===== config.mk =====
export PLATFORM = sky130hd
export DESIGN_NAME = alu_arbiter_flat
export DESIGN_NICKNAME = d
export VERILOG_FILES = /design/src/rtl/alu_arbiter_if.sv /design/src/rtl/alu_arbiter.sv /design/src/flat_wrapper.sv
export SDC_FILE = /design/constraint.sdc
export NUM_CORES = 1
export LEC_CHECK = 0
export ABC_AREA = 1
export CAP_MARGIN = 20
export CORE_ASPECT_RATIO = 0.8
export CORE_MARGIN = 5
export CORE_UTILIZATION = 42
export CTS_CLUSTER_SIZE = 8
export DETAILED_ROUTE_END_ITERATION = 16
export MAX_ROUTING_LAYER = met4
export PLACE_DENSITY = 0.85
export SYNTH_ARGS = -nofsm -noshare
export SYNTH_HDL_FRONTEND = slang
export SYNTH_SLANG_ARGS = --single-unit
export TNS_END_PERCENT = 100

===== constraint.sdc =====
create_clock -name clk -period 2.5 [get_ports clk]
set_input_delay 0.625 -clock clk [delete_from_list [all_inputs] [get_ports clk]]
set_output_delay 0.625 -clock clk [all_outputs]
set_load 0.005 [all_outputs]

===== src/rtl/alu_arbiter_if.sv =====
// Bundle between alu_arbiter and its surroundings: two request channels,
// the shared response channel and the link to the external ALU_16.
interface alu_arbiter_if #(
   parameter int WIDTH = 16,
   parameter int OP_W  = 3
);
   logic             req0_valid;
   logic [OP_W-1:0]  req0_op;
   logic [WIDTH-1:0] req0_a;
   logic [WIDTH-1:0] req0_b;
   logic             req0_ready;

   logic             req1_valid;
   logic [OP_W-1:0]  req1_op;
   logic [WIDTH-1:0] req1_a;
   logic [WIDTH-1:0] req1_b;
   logic             req1_ready;

   logic             rsp_valid;
   logic             rsp_ready;
   logic             rsp_id;
   logic [WIDTH-1:0] rsp_data;
   logic             rsp_z;
   logic             rsp_v;
   logic             rsp_n;

   logic             busy;

   logic [OP_W-1:0]  alu_op;
   logic [WIDTH-1:0] alu_a;
   logic [WIDTH-1:0] alu_b;
   logic [WIDTH-1:0] alu_out;
   logic             alu_z;
   logic             alu_v;
   logic             alu_n;

   // Arbiter side
   modport slave (
      input  req0_valid, req0_op, req0_a, req0_b,
      input  req1_valid, req1_op, req1_a, req1_b,
      input  rsp_ready,
      input  alu_out, alu_z, alu_v, alu_n,
      output req0_ready, req1_ready,
      output rsp_valid, rsp_id, rsp_data, rsp_z, rsp_v, rsp_n,
      output busy,
      output alu_op, alu_a, alu_b
   );

   // Requesters, response consumer and ALU side
   modport master (
      output req0_valid, req0_op, req0_a, req0_b,
      output req1_valid, req1_op, req1_a, req1_b,
      output rsp_ready,
      output alu_out, alu_z, alu_v, alu_n,
      input  req0_ready, req1_ready,
      input  rsp_valid, rsp_id, rsp_data, rsp_z, rsp_v, rsp_n,
      input  busy,
      input  alu_op, alu_a, alu_b
   );
endinterface


===== src/rtl/alu_arbiter.sv =====
// Round-robin sharing of one combinational ALU_16 between two requesters.
// Accepted operands are registered and drive the ALU for one EXEC cycle; the
// result and flags are captured and held on the response channel until taken.
// A response handshake may coincide with the next accept (back-to-back).
module alu_arbiter #(
   parameter int WIDTH = 16,
   parameter int OP_W  = 3
) (
   input  logic          clk,
   input  logic          rst_n,
   alu_arbiter_if.slave  bus
);

   typedef enum logic [1:0] {
      S_IDLE = 2'd0,
      S_EXEC = 2'd1,
      S_RESP = 2'd2
   } state_t;

   state_t           r_state;
   state_t           w_state_nxt;

   logic             w_accept;
   logic             w_grant;
   logic             w_winner;
   logic [OP_W-1:0]  w_op;
   logic [WIDTH-1:0] w_a;
   logic [WIDTH-1:0] w_b;

   logic             r_last_grant;
   logic             r_id;
   logic [OP_W-1:0]  r_op;
   logic [WIDTH-1:0] r_a;
   logic [WIDTH-1:0] r_b;

   logic             r_rsp_valid;
   logic             r_rsp_id;
   logic [WIDTH-1:0] r_rsp_data;
   logic             r_rsp_z;
   logic             r_rsp_v;
   logic             r_rsp_n;

   // Accept window, round-robin winner and next state
   always_comb begin
      w_accept    = 1'b0;
      w_grant     = 1'b0;
      w_winner    = 1'b0;
      w_state_nxt = r_state;

      // A new request can be taken when idle, or when the held response
      // leaves in this very cycle.
      w_accept = (r_state == S_IDLE) || ((r_state == S_RESP) && bus.rsp_ready);

      // Under contention the requester that did not win last time goes first.
      if (bus.req0_valid && bus.req1_valid) begin
         w_winner = ~r_last_grant;
      end else begin
         w_winner = bus.req1_valid;
      end

      w_grant = w_accept && (bus.req0_valid || bus.req1_valid);

      case (r_state)
         S_IDLE: begin
            if (w_grant) begin
               w_state_nxt = S_EXEC;
            end
         end
         S_EXEC: begin
            w_state_nxt = S_RESP;
         end
         S_RESP: begin
            if (bus.rsp_ready) begin
               w_state_nxt = w_grant ? S_EXEC : S_IDLE;
            end
         end
         default: begin
            w_state_nxt = S_IDLE;
         end
      endcase
   end

   assign w_op = w_winner ? bus.req1_op : bus.req0_op;
   assign w_a  = w_winner ? bus.req1_a  : bus.req0_a;
   assign w_b  = w_winner ? bus.req1_b  : bus.req0_b;

   assign bus.req0_ready = w_grant & ~w_winner;
   assign bus.req1_ready = w_grant &  w_winner;

   // State register
   always_ff @(posedge clk or negedge rst_n) begin
      if (!rst_n) begin
         r_state <= S_IDLE;
      end else begin
         r_state <= w_state_nxt;
      end
   end

   // Operand registers and grant history, loaded only on accept
   always_ff @(posedge clk or negedge rst_n) begin
      if (!rst_n) begin
         r_op         <= '0;
         r_a          <= '0;
         r_b          <= '0;
         r_id         <= 1'b0;
         r_last_grant <= 1'b1;
      end else if (w_grant) begin
         r_op         <= w_op;
         r_a          <= w_a;
         r_b          <= w_b;
         r_id         <= w_winner;
         r_last_grant <= w_winner;
      end
   end

   // Response capture at the end of EXEC, release on consumer handshake
   always_ff @(posedge clk or negedge rst_n) begin
      if (!rst_n) begin
         r_rsp_valid <= 1'b0;
         r_rsp_id    <= 1'b0;
         r_rsp_data  <= '0;
         r_rsp_z     <= 1'b0;
         r_rsp_v     <= 1'b0;
         r_rsp_n     <= 1'b0;
      end else if (r_state == S_EXEC) begin
         r_rsp_valid <= 1'b1;
         r_rsp_id    <= r_id;
         r_rsp_data  <= bus.alu_out;
         r_rsp_z     <= bus.alu_z;
         r_rsp_v     <= bus.alu_v;
         r_rsp_n     <= bus.alu_n;
      end else if ((r_state == S_RESP) && bus.rsp_ready) begin
         r_rsp_valid <= 1'b0;
      end
   end

   assign bus.alu_op   = r_op;
   assign bus.alu_a    = r_a;
   assign bus.alu_b    = r_b;

   assign bus.rsp_valid = r_rsp_valid;
   assign bus.rsp_id    = r_rsp_id;
   assign bus.rsp_data  = r_rsp_data;
   assign bus.rsp_z     = r_rsp_z;
   assign bus.rsp_v     = r_rsp_v;
   assign bus.rsp_n     = r_rsp_n;

   assign bus.busy      = (r_state != S_IDLE);

endmodule


===== src/flat_wrapper.sv =====
// flat-port wrapper written by rule: the top's interface ports become plain ports
module alu_arbiter_flat 
#(
   parameter int WIDTH = 16,
   parameter int OP_W  = 3
)
  (clk, rst_n, bus_req0_valid, bus_req0_op, bus_req0_a, bus_req0_b, bus_req1_valid, bus_req1_op, bus_req1_a, bus_req1_b, bus_rsp_ready, bus_alu_out, bus_alu_z, bus_alu_v, bus_alu_n, bus_req0_ready, bus_req1_ready, bus_rsp_valid, bus_rsp_id, bus_rsp_data, bus_rsp_z, bus_rsp_v, bus_rsp_n, bus_busy, bus_alu_op, bus_alu_a, bus_alu_b);
  alu_arbiter_if #(.WIDTH(WIDTH), .OP_W(OP_W)) bus_i ();
  input  logic clk;
  input  logic rst_n;
  input wire logic [$bits(bus_i.req0_valid)-1:0] bus_req0_valid;
  input wire logic [$bits(bus_i.req0_op)-1:0] bus_req0_op;
  input wire logic [$bits(bus_i.req0_a)-1:0] bus_req0_a;
  input wire logic [$bits(bus_i.req0_b)-1:0] bus_req0_b;
  input wire logic [$bits(bus_i.req1_valid)-1:0] bus_req1_valid;
  input wire logic [$bits(bus_i.req1_op)-1:0] bus_req1_op;
  input wire logic [$bits(bus_i.req1_a)-1:0] bus_req1_a;
  input wire logic [$bits(bus_i.req1_b)-1:0] bus_req1_b;
  input wire logic [$bits(bus_i.rsp_ready)-1:0] bus_rsp_ready;
  input wire logic [$bits(bus_i.alu_out)-1:0] bus_alu_out;
  input wire logic [$bits(bus_i.alu_z)-1:0] bus_alu_z;
  input wire logic [$bits(bus_i.alu_v)-1:0] bus_alu_v;
  input wire logic [$bits(bus_i.alu_n)-1:0] bus_alu_n;
  output wire logic [$bits(bus_i.req0_ready)-1:0] bus_req0_ready;
  output wire logic [$bits(bus_i.req1_ready)-1:0] bus_req1_ready;
  output wire logic [$bits(bus_i.rsp_valid)-1:0] bus_rsp_valid;
  output wire logic [$bits(bus_i.rsp_id)-1:0] bus_rsp_id;
  output wire logic [$bits(bus_i.rsp_data)-1:0] bus_rsp_data;
  output wire logic [$bits(bus_i.rsp_z)-1:0] bus_rsp_z;
  output wire logic [$bits(bus_i.rsp_v)-1:0] bus_rsp_v;
  output wire logic [$bits(bus_i.rsp_n)-1:0] bus_rsp_n;
  output wire logic [$bits(bus_i.busy)-1:0] bus_busy;
  output wire logic [$bits(bus_i.alu_op)-1:0] bus_alu_op;
  output wire logic [$bits(bus_i.alu_a)-1:0] bus_alu_a;
  output wire logic [$bits(bus_i.alu_b)-1:0] bus_alu_b;
  assign bus_i.req0_valid = bus_req0_valid;
  assign bus_i.req0_op = bus_req0_op;
  assign bus_i.req0_a = bus_req0_a;
  assign bus_i.req0_b = bus_req0_b;
  assign bus_i.req1_valid = bus_req1_valid;
  assign bus_i.req1_op = bus_req1_op;
  assign bus_i.req1_a = bus_req1_a;
  assign bus_i.req1_b = bus_req1_b;
  assign bus_i.rsp_ready = bus_rsp_ready;
  assign bus_i.alu_out = bus_alu_out;
  assign bus_i.alu_z = bus_alu_z;
  assign bus_i.alu_v = bus_alu_v;
  assign bus_i.alu_n = bus_alu_n;
  assign bus_req0_ready = bus_i.req0_ready;
  assign bus_req1_ready = bus_i.req1_ready;
  assign bus_rsp_valid = bus_i.rsp_valid;
  assign bus_rsp_id = bus_i.rsp_id;
  assign bus_rsp_data = bus_i.rsp_data;
  assign bus_rsp_z = bus_i.rsp_z;
  assign bus_rsp_v = bus_i.rsp_v;
  assign bus_rsp_n = bus_i.rsp_n;
  assign bus_busy = bus_i.busy;
  assign bus_alu_op = bus_i.alu_op;
  assign bus_alu_a = bus_i.alu_a;
  assign bus_alu_b = bus_i.alu_b;
  alu_arbiter #(.WIDTH(WIDTH), .OP_W(OP_W)) u_core (.clk(clk), .rst_n(rst_n), .bus(bus_i));
endmodule

# Word level (Yosys, flattened, before mapping)
# Cells that the tools add are included.
# totals
word_cells,39
ff_bits,60
# classes
n_reduce_logical,9
n_bitwise,4
muxes,10
n_eq_ne,4
# op_table
operator,count
16-bit 2-to-1 mux,2
2-bit case mux with 3 select lines,1
1-bit 2-to-1 mux,4
2-bit 2-to-1 mux,2
2-bit nonzero test,2
1-bit logical AND,3
3-bit 2-to-1 mux,1
1-bit bitwise AND,2
2-bit by 1-bit == test with 1-bit output (second input constant),1
2-bit == test (second input constant),1
2-bit zero test,1
1-bit logical OR,2
2-bit by 1-bit != test with 1-bit output (second input constant),1
2-bit != test (second input constant),1
1-bit NOT,2
2-bit AND reduction,1

# Longest topological paths before layout
# logic_depth
ltp_word,7
depth_mapped,8

# Worst setup path before layout
# No wires, ideal clock.
# synth_path
path_kind,input port to output port
startpoint,input port bus_req1_valid
endpoint,output port bus_req0_ready
arrival_time_ps,1213
required_ps,1875
path_stages,6
path_slack_ps,662
path_cell_list,buf_6 -> nor2_4 -> nor2_2 -> nand2_2 -> buf_2 -> nor2_1
# synth_via
elab_chain_cells,4
word_cells_on_any_way,6
classes_between,mux (1); bitwise (2); reduce/logical (3)
# synth_rtl
item,line_no,rtl
start: declaration,flat_wrapper.sv:15,input wire logic [$bits(bus_i.req1_valid)-1:0] bus_req1_valid;
1-bit logical AND,alu_arbiter.sv:55,if (bus.req0_valid && bus.req1_valid) begin
1-bit 2-to-1 mux,alu_arbiter.sv:55,
1-bit NOT,alu_arbiter.sv:87,assign bus.req0_ready = w_grant & ~w_winner;
1-bit bitwise AND *,alu_arbiter.sv:87,
end: declaration,flat_wrapper.sv:24,output wire logic [$bits(bus_i.req0_ready)-1:0] bus_req0_ready;
# Mark *: on every way between the ends. The rest lies on a longest branch, timed or not.

# Worst setup path after layout
# layout_path
startpoint,input port bus_rsp_ready
endpoint,output port bus_req0_ready
# layout_via
elab_chain_cells,4
# layout_rtl
item,line_no,rtl
start: declaration,flat_wrapper.sv:19,input wire logic [$bits(bus_i.rsp_ready)-1:0] bus_rsp_ready;
1-bit logical AND,alu_arbiter.sv:52,w_accept = (r_state == S_IDLE) || ((r_state == S_RESP) && bus.rsp_ready);
1-bit logical OR,alu_arbiter.sv:52,
1-bit logical AND,alu_arbiter.sv:61,w_grant = w_accept && (bus.req0_valid || bus.req1_valid);
1-bit bitwise AND,alu_arbiter.sv:87,
# Every way passes these cells.

==> summary.md <==
| Metric | Value |
|---|---|
| Total GRT Usage | between 20% and 30% |
| Placement Rows | 26 |
| CP max FO | 3 |
| Fin crit share | between 90 and 100% |
| GPL Wtd Cong | slightly above 0.8 |
| Clk sinks | 60 |
| CTS tree | built |
| Syn Inst Count | ~380 |
| CP Capture Type | primary output |
| Max-cap violations | 0 |
| Number of port buffers | around 150 |
| Final WL | about 8700 um |
| Antenna Violating Nets Remaining | 0 |
| Static Leak | approximately 2.4 nW |
| H-tree depth | 3 |
| Final Hold Fails | 0 |
| Drt wl/cell | around 14 um |
| Post-CTS setup repair buffer count | 0 |
| Met2 Use GR | 33.7% |
| Drc violations | 0 |
| Dpl cells | roughly 600 |
| Initial antenna violation count | 1 |
| Peak supply drop | approximately 0.43 mV |
| Clk_lat worst skew | slightly above 0.3 ns |
| Global-route met3 utilization | under 10% |
| Starting density of the core | a little over two fifths |
| CP startpoint kind | input pin |
| RSZ-0062 raised after global routing | false |
| FF+latch count, synth | 60 |
| Initial DRC count | between 100 and 150 |
| Nets@finish | ~620 |
| Vias/cell | roughly 4.7 |
| I/O Pins | about 150 |
| Clk_skew | about 0.0053 ns |
| # setup viols final | 0 |
| Syn_area_per_cell | around 7.5 sq um |
| CP arrival | approximately 1.8 ns |
| Overall die area | 0.00850 sq mm |
| Final Max Slew Viols | 0 |
| Worst slew pin tran | ~0.64 ns |
| Post-DP HPWL | 6500 um |
| Worst EP required | between 1.5 and 2 ns |
| Pwr dens | ~1000 mW/mm^2 |
| Worst Path Class, Setup | input pin to primary output |
| Hold_buf cts | 0 |
| CTS clk-pin slew, worst paths | around 0.07 ns |
| GRT Max-Usage Layer | met2 |
| Fin cells | 620 |
| Post-layout min period | roughly 2.4 ns |
| Rel. slew slack | 57.5% |
| Count of different cell masters after synthesis | 15 |
| Filler cells | between 500 and 600 |
| Final core utilization | between 70% and 80% |
| Die width | 102 um |
| Vias | approximately 2900 |
| Area growth from synthesis to layout | 63.3% |
| Outcome | finished, final reports clean |
| Mapped Area | about 0.0028 sq mm |
| Synthesis Warnings | 0 |
| Ratio of cells with drive above 1 in the final layout | just under 7% |
| Largest net degree at the start of global routing | 38 |
| Die Span Y | 83.5 um |
| First-pass GRT wire length | between 10000 and 15000 um |
| Iteration count of the initial detailed-routing pass | 4 |
| Clock buffer count from CTS | 9 |
| Syn_nets | 471 |
| Register area share after synthesis | ~53% |
| Clk root buf | clkbuf_8 |
| Core Area | roughly 0.0065 sq mm |
| Max Clk Rate | 418 MHz |
| CTS max path bufs | 2 |
| TNS Setup | 0 ns |
| Number of global-route vias before repair | just under 3000 |
| Hold crit path type | input pin to async pin |
| GRT overflow | 0 |
| M1 GR Usage | between 20% and 30% |
-- final timing paths --
kind | start | endpoint | cells past startpoint | slack, ns
max in group asynchronous | rst_n | u_core.r_last_grant | 2 | 1.74
worst min-delay path | rst_n | u_core.bus.alu_b[10] | 1 | 0.12
worst max register to register | u_core.r_state[0] | u_core.r_state[1] | 5 | 0.88
min in group clk | u_core.bus.rsp_data[8] | u_core.bus.rsp_data[8] | 2 | 0.47
worst min register to register | u_core.bus.rsp_data[8] | u_core.bus.rsp_data[8] | 2 | 0.47
worst max-delay path | bus_rsp_ready | bus_req0_ready | 7 | 0.11
-- power by group --
group	switching [mW]	total, mW	internal [mW]
combinational	0.980	2.16	1.18
sequential	0.255	1.69	1.44
clock	0.352	0.992	0.640
total	1.59	4.84	3.25
-- state kept, by name, summed over array words and instances, names as in the netlist --
signal / cells
u_core.bus.alu_op: 3
u_core.r_state: 2
u_core.bus.rsp_z: 1
u_core.r_last_grant: 1
u_core.r_id: 1
u_core.bus.rsp_valid: 1
u_core.bus.rsp_v: 1
u_core.bus.rsp_data: 16
u_core.bus.rsp_id: 1
u_core.bus.alu_a: 16
u_core.bus.rsp_n: 1
u_core.bus.alu_b: 16
-- layer usage --
| layer | share of wire [%] | routed length, um | vias up |
|---|---|---|---|
| met1 | 44 | 3860 | 1360 |
| met2 | 46 | 4050 | 103 |
| met5 | 0 | 0 | - |
| met3 | 8.0 | 696 | 14 |
| li1 | - | - | 1456 |
| met4 | 1.4 | 119 | 0 |
-- placed cells by master, fill, tap and decap left out --
master,instances
buf_2,1
buf_4,11
bufinv_16,2
clkbuf_2,1
clkbuf_8,12
clkdlybuf4s15_1,1
clkdlybuf4s50_1,148
clkinv_2,2
dfrtp_1,59
dfstp_2,1
diode_2,1
dlygate4sd2_1,1
inv_1,7
nand2_1,243
nand2_2,2
nand2_4,1
nand3_1,36
nor2_1,2
nor2_2,1
nor2_4,2
o21ai_0,2
-- synth_stat cells (all sizes together) --
cell type    n  area share (%)
dfrtp       59              52
inv          7            0.93
nand3       36             6.4
dfstp        1            0.93
o21ai        2            0.35
buf         19             4.8
nor2         5             1.3
clkbuf       2            0.26
nand2      246              33
-- layout make-up --
type	instances	area (sq um)	share of cell area, %
antenna	1	2.50	0.0541
clock inverter	4	70.1	1.51
tap	84	105	2.27
inverter	7	26.3	0.568
timing repair buffer	163	1590	34.4
clock buffer	12	165	3.57
multi-input combinational	289	1160	25.1
sequential	60	1500	32.5
-- critical path, stage by stage --
cell and delay, ns:
clkdlybuf4s50_1 0.48, inv_1 0.04, nand2_1 0.08, buf_4 0.11
nand2_2 0.05, nor2_1 0.13, clkdlybuf4s15_1 0.25
-- per-stage QoR --
step / setup WS (ns) / area, sq um / power (mW) / hold slack [ns]
global placement: -0.241 / 4400 / 3.82 / 0.446
CTS: 0.0724 / 4630 / 4.91 / 0.105
global route: 0.0181 / 4630 / 5.21 / 0.102
floorplan: 0.662 / 2830 / 2.60 / 0.329
finish: 0.106 / 4630 / 4.84 / 0.120
detailed placement: -0.285 / 4400 / 3.90 / 0.450
-- logic make-up (layout without fill, tap and decap cells) --
logic type      Yosys count  count (layout)  share of synthesized area, %
simple gates            287             287                          40.7
buf+inv                  28             186                          5.96
compound gates            2               2                         0.353
other cells               0               1                             0
flops                    60              60                          53.0
-- timing repair --
item | in CTS | in global routing
gates cloned | 0 | 0
endpoints found under the setup margin | 2 | 2
gates resized for setup | 3 | 3
endpoints found under the hold margin | 0 | 0
Note: power is estimated with default switching activity, not from simulation.
